--- src/rtl/fetch_stage_pkg.sv ---
// Shared constants and FSM encoding for the RV64 instruction-fetch stage.
package fetch_stage_pkg;

    localparam int XLEN = 64;
    localparam logic [31:0] NOP_INSTR = 32'h0000_0013;

    typedef enum logic [1:0] {
        IDLE = 2'd0,
        REQ  = 2'd1,
        WAIT = 2'd2,
        HOLD = 2'd3
    } fetch_state_e;

endpackage

--- src/rtl/fetch_stage_if.sv ---
// Instruction-memory request/grant + read-data handshake between fetch and imem.
interface fetch_stage_if;
    import fetch_stage_pkg::*;

    logic            req;
    logic [XLEN-1:0] addr;
    logic            gnt;
    logic            rvalid;
    logic [31:0]     rdata;

    modport master (output req, output addr, input gnt, input rvalid, input rdata);
    modport slave  (input req, input addr, output gnt, output rvalid, output rdata);

endinterface

--- src/rtl/fetch_perf_counters.sv ---
// Delivered-instruction and decode-stall cycle counters; both wrap at 2^32.
module fetch_perf_counters
    import fetch_stage_pkg::*;
(
    input  logic        clk,
    input  logic        reset,
    input  logic        if_valid,
    input  logic        id_stall,
    output logic [31:0] perf_fetched,
    output logic [31:0] perf_stall
);

    logic [31:0] fetched_q, fetched_d;
    logic [31:0] stall_q, stall_d;

    always_comb begin
        fetched_d = fetched_q;
        stall_d   = stall_q;
        if (if_valid && !id_stall) fetched_d = fetched_q + 32'd1;
        if (if_valid && id_stall)  stall_d   = stall_q + 32'd1;
    end

    always_ff @(posedge clk) begin
        if (reset) begin
            fetched_q <= '0;
            stall_q   <= '0;
        end else begin
            fetched_q <= fetched_d;
            stall_q   <= stall_d;
        end
    end

    assign perf_fetched = fetched_q;
    assign perf_stall   = stall_q;

endmodule

--- src/rtl/fetch_stage.sv ---
// RV64 fetch stage: PC, one-outstanding imem request FSM, 1-entry hold buffer, redirect kill.
// Optional perf counters are enabled by defining FETCH_PERF_COUNTERS_EN.
module fetch_stage
    import fetch_stage_pkg::*;
#(
    parameter logic [XLEN-1:0] RESET_PC = '0
) (
    input  logic              clk,
    input  logic              reset,
    input  logic              redirect_valid,
    input  logic [XLEN-1:0]   redirect_target,
    input  logic              id_stall,
    fetch_stage_if.master     imem,
    output logic              if_valid,
    output logic [XLEN-1:0]   if_pc,
    output logic [31:0]       if_instr
`ifdef FETCH_PERF_COUNTERS_EN
    ,
    output logic [31:0]       perf_fetched,
    output logic [31:0]       perf_stall
`endif
);

    localparam logic [XLEN-1:0] ALIGN_MASK = ~(XLEN'(3));
    localparam logic [XLEN-1:0] PC_STEP    = XLEN'(4);

    fetch_state_e    state_q, state_d;
    logic [XLEN-1:0] pc_q, pc_d;
    logic            kill_q, kill_d;
    logic            imem_req_q, imem_req_d;
    logic [XLEN-1:0] hold_pc_q, hold_pc_d;
    logic [31:0]     hold_instr_q, hold_instr_d;
    logic            if_valid_q, if_valid_d;
    logic [XLEN-1:0] if_pc_q, if_pc_d;
    logic [31:0]     if_instr_q, if_instr_d;

    always_comb begin
        state_d      = state_q;
        pc_d         = pc_q;
        kill_d       = kill_q;
        hold_pc_d    = hold_pc_q;
        hold_instr_d = hold_instr_q;
        if_valid_d   = if_valid_q;
        if_pc_d      = if_pc_q;
        if_instr_d   = if_instr_q;

        // Decode took the current word; a load below re-raises valid.
        if (if_valid_q && !id_stall) if_valid_d = 1'b0;

        case (state_q)
            IDLE: state_d = REQ;
            REQ:  if (imem.gnt) state_d = WAIT;
            WAIT: begin
                if (imem.rvalid) begin
                    if (kill_q) begin
                        kill_d  = 1'b0;
                        state_d = REQ;
                    end else if (!if_valid_q || !id_stall) begin
                        if_valid_d = 1'b1;
                        if_pc_d    = pc_q;
                        if_instr_d = imem.rdata;
                        pc_d       = pc_q + PC_STEP;
                        state_d    = REQ;
                    end else begin
                        hold_pc_d    = pc_q;
                        hold_instr_d = imem.rdata;
                        pc_d         = pc_q + PC_STEP;
                        state_d      = HOLD;
                    end
                end
            end
            HOLD: begin
                if (!id_stall) begin
                    if_valid_d = 1'b1;
                    if_pc_d    = hold_pc_q;
                    if_instr_d = hold_instr_q;
                    state_d    = REQ;
                end
            end
            default: state_d = IDLE;
        endcase

        // A taken branch wins over everything, including decode back-pressure.
        if (redirect_valid) begin
            pc_d       = redirect_target & ALIGN_MASK;
            if_valid_d = 1'b0;
            case (state_q)
                REQ:  if (imem.gnt) kill_d = 1'b1;
                WAIT: begin
                    if (imem.rvalid) begin
                        kill_d  = 1'b0;
                        state_d = REQ;
                    end else begin
                        kill_d  = 1'b1;
                    end
                end
                HOLD: state_d = REQ;
                default: ;
            endcase
        end

        imem_req_d = (state_d == REQ);
    end

    always_ff @(posedge clk) begin
        if (reset) begin
            state_q      <= IDLE;
            pc_q         <= RESET_PC;
            kill_q       <= 1'b0;
            imem_req_q   <= 1'b0;
            hold_pc_q    <= '0;
            hold_instr_q <= NOP_INSTR;
            if_valid_q   <= 1'b0;
            if_pc_q      <= '0;
            if_instr_q   <= NOP_INSTR;
        end else begin
            state_q      <= state_d;
            pc_q         <= pc_d;
            kill_q       <= kill_d;
            imem_req_q   <= imem_req_d;
            hold_pc_q    <= hold_pc_d;
            hold_instr_q <= hold_instr_d;
            if_valid_q   <= if_valid_d;
            if_pc_q      <= if_pc_d;
            if_instr_q   <= if_instr_d;
        end
    end

    assign imem.req  = imem_req_q;
    assign imem.addr = pc_q;
    assign if_valid  = if_valid_q;
    assign if_pc     = if_pc_q;
    assign if_instr  = if_instr_q;

`ifdef FETCH_PERF_COUNTERS_EN
    fetch_perf_counters u_perf (
        .clk          (clk),
        .reset        (reset),
        .if_valid     (if_valid_q),
        .id_stall     (id_stall),
        .perf_fetched (perf_fetched),
        .perf_stall   (perf_stall)
    );
`endif

endmodule

--- src/flat_wrapper.sv ---
// flat-port wrapper written by rule: the top's interface ports become plain ports
module fetch_stage_flat import fetch_stage_pkg::*;
#(
    parameter logic [XLEN-1:0] RESET_PC = '0
)
  (clk, reset, redirect_valid, redirect_target, id_stall, if_valid, if_pc, if_instr, imem_req, imem_addr, imem_gnt, imem_rvalid, imem_rdata);
  fetch_stage_if imem_i ();
  input  logic clk;
  input  logic reset;
  input  logic redirect_valid;
  input  logic [XLEN-1:0] redirect_target;
  input  logic id_stall;
  output logic if_valid;
  output logic [XLEN-1:0] if_pc;
  output logic [31:0] if_instr;
  output wire logic [$bits(imem_i.req)-1:0] imem_req;
  output wire logic [$bits(imem_i.addr)-1:0] imem_addr;
  input wire logic [$bits(imem_i.gnt)-1:0] imem_gnt;
  input wire logic [$bits(imem_i.rvalid)-1:0] imem_rvalid;
  input wire logic [$bits(imem_i.rdata)-1:0] imem_rdata;
  assign imem_req = imem_i.req;
  assign imem_addr = imem_i.addr;
  assign imem_i.gnt = imem_gnt;
  assign imem_i.rvalid = imem_rvalid;
  assign imem_i.rdata = imem_rdata;
  fetch_stage #(.RESET_PC(RESET_PC)) u_core (.clk(clk), .reset(reset), .redirect_valid(redirect_valid), .redirect_target(redirect_target), .id_stall(id_stall), .imem(imem_i), .if_valid(if_valid), .if_pc(if_pc), .if_instr(if_instr));
endmodule
--- config.mk ---
export PLATFORM = sky130hd
export DESIGN_NAME = fetch_stage_flat
export DESIGN_NICKNAME = d
export VERILOG_FILES = /design/src/rtl/fetch_stage_pkg.sv /design/src/rtl/fetch_stage_if.sv /design/src/rtl/fetch_perf_counters.sv /design/src/rtl/fetch_stage.sv /design/src/flat_wrapper.sv
export SDC_FILE = /design/constraint.sdc
export NUM_CORES = 1
export LEC_CHECK = 0
export ABC_AREA = 1
export BUFFER_PORTS_ARGS = -buffer_cell sky130_fd_sc_hd__buf_2
export CORE_AREA = 2 2 178 180
export CTS_BUF_LIST = sky130_fd_sc_hd__clkbuf_8 sky130_fd_sc_hd__clkbuf_16
export DETAILED_ROUTE_END_ITERATION = 10
export DIE_AREA = 0 0 180 182
export MAX_ROUTING_LAYER = met4
export PLACE_DENSITY = 0.66
export SYNTH_ARGS = -nofsm -noshare
export SYNTH_HDL_FRONTEND = slang
export SYNTH_HIERARCHICAL = 1
export SYNTH_SLANG_ARGS = --single-unit
--- constraint.sdc ---
create_clock -name clk -period 4.06 [get_ports clk]
set_clock_uncertainty 0.15 [all_clocks]
set_input_delay 0.609 -clock clk [delete_from_list [all_inputs] [get_ports clk]]
set_output_delay 0.609 -clock clk [all_outputs]
set_load 0.005 [all_outputs]
==> impl_metrics.csv <==
group,metric,value,unit
run_status,status,"complete, no violations",
placed_design,placed_area,0.0137,mm^2
setup_path,reg2reg_slack,940,ps
setup_path,cp_cell_sequence,"ha_4 -> inv_1 -> buf_4 -> nand2_1 -> o21ai_1 -> nor2_4 -> buf_12 -> o21ai_0 -> a21oi_1",
cells_and_area,syn_to_final_growth,19.5,%
cells_and_area,fin_cells,2415,
placed_design,finalWeightedCongestion,0.949,
clock_tree,ctsHoldBuffers,0,
cells_and_area,drive_gt1_share,17.8,%
yosys,yosys.area.top_type,"dfxtp_1",
yosys,synth_fa_ha_area_share,0.614,%
clock_tree,cts_tree,"done",
clock_tree,clk_path_buf_depth,3,
timing,rsz0062_at_grt,"false",
setup_path,worstSetupPathType,"reg -> reg",
setup_path,crit_arrival,3440,ps
floorplanning,io_pins,264,
route,drc_errors,0,
global_routing,grt_overflow,0,
clock_tree,ctsResizeCount,0,
yosys,ys_types,38,
placed_design,post-place-cells,2361,
timing,setup_tns,0,ps
yosys,synth-seq-cells,255,
clock_tree,clk_pin_slew_worst_paths,60,ps
cells_and_area,multi_input_area,0.00618,mm^2
placed_design,io_buffers,257,
timing,finalCritPeriodShare,76.8,%
yosys,syn_area,0.0122,mm^2
timing,min_period,3120,ps
global_routing,grt_max_degree,198,
clock_tree,cts_root_buf,"clkbuf_16",
power_and_ir_drop,power.density,374,mW/mm^2
timing,relSlewSlack,39.4,%
yosys,synth_top_family_by_area,"simple AND/OR/NAND/NOR gates",
global_routing,grt_pass1_wl,63400,um
setup_path,cp-end-kind,"flop",
setup_path,worstPathRequired,4380,ps
global_routing,grt_use_total,24.6,%
floorplanning,die_w,180,um
floorplanning,rows,65,
yosys,yosys_warnings,6,
yosys,synth.mux.area_fraction,0,%
timing,max_freq,0.321,GHz
cells_and_area,post-route-util,47.1,%
yosys,synth.avg_cell_area,6.79,um^2
power_and_ir_drop,vdd_drop_max,0.304,mV
placed_design,pre_cts_ws,945,ps
clock_tree,post-cts-setup-buffer-count,0,
yosys,synthSimpleGateAreaFrac,26.0,%
timing,setup_slack,941,ps
clock_tree,clock_latency,550,ps
floorplanning,die_y,182,um
global_routing,antenna_found_initial,7,
timing,final-setup-viol-count,0,
placed_design,hpwl,28900,um
yosys,netlist_instances,1799,
yosys,synth_edf_count,0,
yosys,synthTopCellsByArea,"dfxtp_1 42%, nand2_1 11%, o21ai_0 9.4%",
clock_tree,cts.sinks,255,
floorplanning,core_area,0.0310,mm^2
cells_and_area,final_design_area_no_fill,0.0146,mm^2
route,postRouteAntennaNets,0,
timing,final-hold-violation-count,0,
yosys,async_flop_share,0,%
power_and_ir_drop,leakage,0.00643,uW
yosys,ys.flop_type,"dfxtp_1",
yosys,yosysSeqAreaShare,41.8,%
cells_and_area,nets,2097,
setup_path,cp_slowest_stage_delay,500,ps
clock_tree,htree_levels,1,
setup_path,worstPathMaxFanout,94,
setup_path,critPathTopFamily,"buffers and inverters",
yosys,synth_compound_area_share,22.1,%
route,wl_per_cell,16.9,um
route,drtIter0Drc,1151,
flow_run,drv_cap,0,
setup_path,path_buf_inv,3,
route,via_per_inst,5.22,
min_path,hold_path.class,"in -> reg",
route,drt-total-wl,40800,um
floorplanning,initial_utilization,39.4,%
timing,tightest_slew,910,ps
setup_path,startpoint_type,"flop",
setup_path,critPathSlowestCell,"ha_4",
global_routing,first_global_vias,11500,
route,drt-pass1-iter-count,5,
route,via_count,12600,
cells_and_area,fillers,3215,
yosys,yosysTopAreaCellShare,41.8,%
yosys,synth-xor-area-share,1.51,%
clock_tree,cts_inserted_buffers,28,
cells_and_area,seqCellArea,0.00510,mm^2
timing,final_max_slew_viol_count,0,
floorplanning,dieArea,0.0328,mm^2
## cells by family (layout without fill, tap and decap cells)
kind of cell / after synthesis / after routing
and+or+nand+nor: 758 / 758
DFF: 255 / 255
buffers and inverters: 242 / 446
adders and majority gates: 6 / 6
AOI/OAI and AO/OA: 516 / 516
other: 1 / 11
xor gates and xnor gates: 21 / 21
## power breakdown
part	internal, uW	total (uW)	switching (uW)
combinational	155	408	252
sequential	2550	2630	74.2
clock	1390	2430	1040
## worst min-delay path, delay by kind of cell
kind                   cells  cell delay (ps)
buffers and inverters      1               80
AND/OR/NAND/NOR            2              120
## metal layers
layer | global-route usage (%) | part of all wire [%] | routed length [um]
met1 | 33.0 | 45 | 18500
met2 | 38.6 | 45 | 18500
met3 | 3.07 | 6.1 | 2500
met4 | 8.03 | 3.1 | 1280
met5 | - | 0 | 0
## area by class of cell
class	count	share of cell area [%]
Antenna cell	7	0.120
Clock buffer	33	5.27
Clock inverter	14	0.668
Inverter	130	3.38
Multi-Input combinational cell	1305	42.3
Sequential cell	255	35.0
Tap cell	402	3.44
Timing Repair Buffer	269	9.85
## flip-flops by register name, indices dropped and copies added, names as in the netlist
signal	count
u_core/hold_instr_q	32
u_core/hold_pc_q	62
u_core/if_instr	32
u_core/if_pc	62
u_core/if_valid	1
u_core/imem.addr	62
u_core/imem.req	1
u_core/kill_q	1
u_core/state_q	2
## stage by stage
step / hold WS (ps) / total power, uW
finish: 143 / 5470
global route: 131 / 5680
CTS: 127 / 5510
detailed placement: 310 / 3090
global placement: 306 / 3080
floorplan: 297 / 2890
## synthesized netlist by cell type (2+ instances only)
| cell type | n |
|---|---|
| nor2_1 | 271 |
| o21ai_0 | 229 |
| nand4_1 | 13 |
| nand2_1 | 356 |
| nor2_4 | 9 |
| buf_2 | 34 |
| nand3_1 | 71 |
| dfxtp_1 | 255 |
| nand2_2 | 6 |
| nand2_4 | 2 |
| buf_1 | 9 |
| buf_4 | 4 |
| o211ai_1 | 12 |
| nor2_2 | 14 |
| nor3_1 | 7 |
| xor2_1 | 18 |
| a21oi_1 | 204 |
| nor3_2 | 3 |
| clkbuf_1 | 65 |
| ha_1 | 6 |
| o21bai_1 | 3 |
| a31oi_1 | 55 |
| o21ai_1 | 9 |
| inv_1 | 121 |
| xnor2_1 | 3 |
| inv_2 | 8 |
## layout by cell type (no fill, tap or decap), types with 2 or more instances in the layout
master,synthesis,layout
nand4_1,13,13
dfxtp_1,255,255
nand2_1,356,356
nor3_2,3,3
a21oi_1,204,204
a31oi_1,55,55
clkbuf_16,0,28
buf_2,34,257
conb_1,1,4
nand3_1,71,71
xnor2_1,3,3
nand2_4,2,2
nor2_2,14,14
clkbuf_8,0,5
o211ai_1,12,12
inv_4,1,2
nor3_1,7,7
xor2_1,18,18
buf_4,4,7
buf_12,0,5
ha_1,6,5
o21bai_1,3,3
inv_1,121,129
o21ai_0,229,229
nor2_4,9,10
o21ai_1,9,9
diode_2,0,7
nand2_2,6,6
clkinv_2,0,2
inv_2,8,8
nor2_1,271,270
## path summary, 6_finish.rpt
| path | start | to | cells after the start |
|---|---|---|---|
| max | u_core/state_q[1] | u_core/if_pc[25] | 9 |
| min | imem_rdata[14] | u_core/hold_instr_q[14] | 3 |
| max reg2reg | u_core/state_q[1] | u_core/if_pc[25] | 9 |
| min reg2reg | u_core/hold_instr_q[8] | u_core/if_instr[8] | 2 |
No activity file was read; power rests on OpenSTA's default activity.
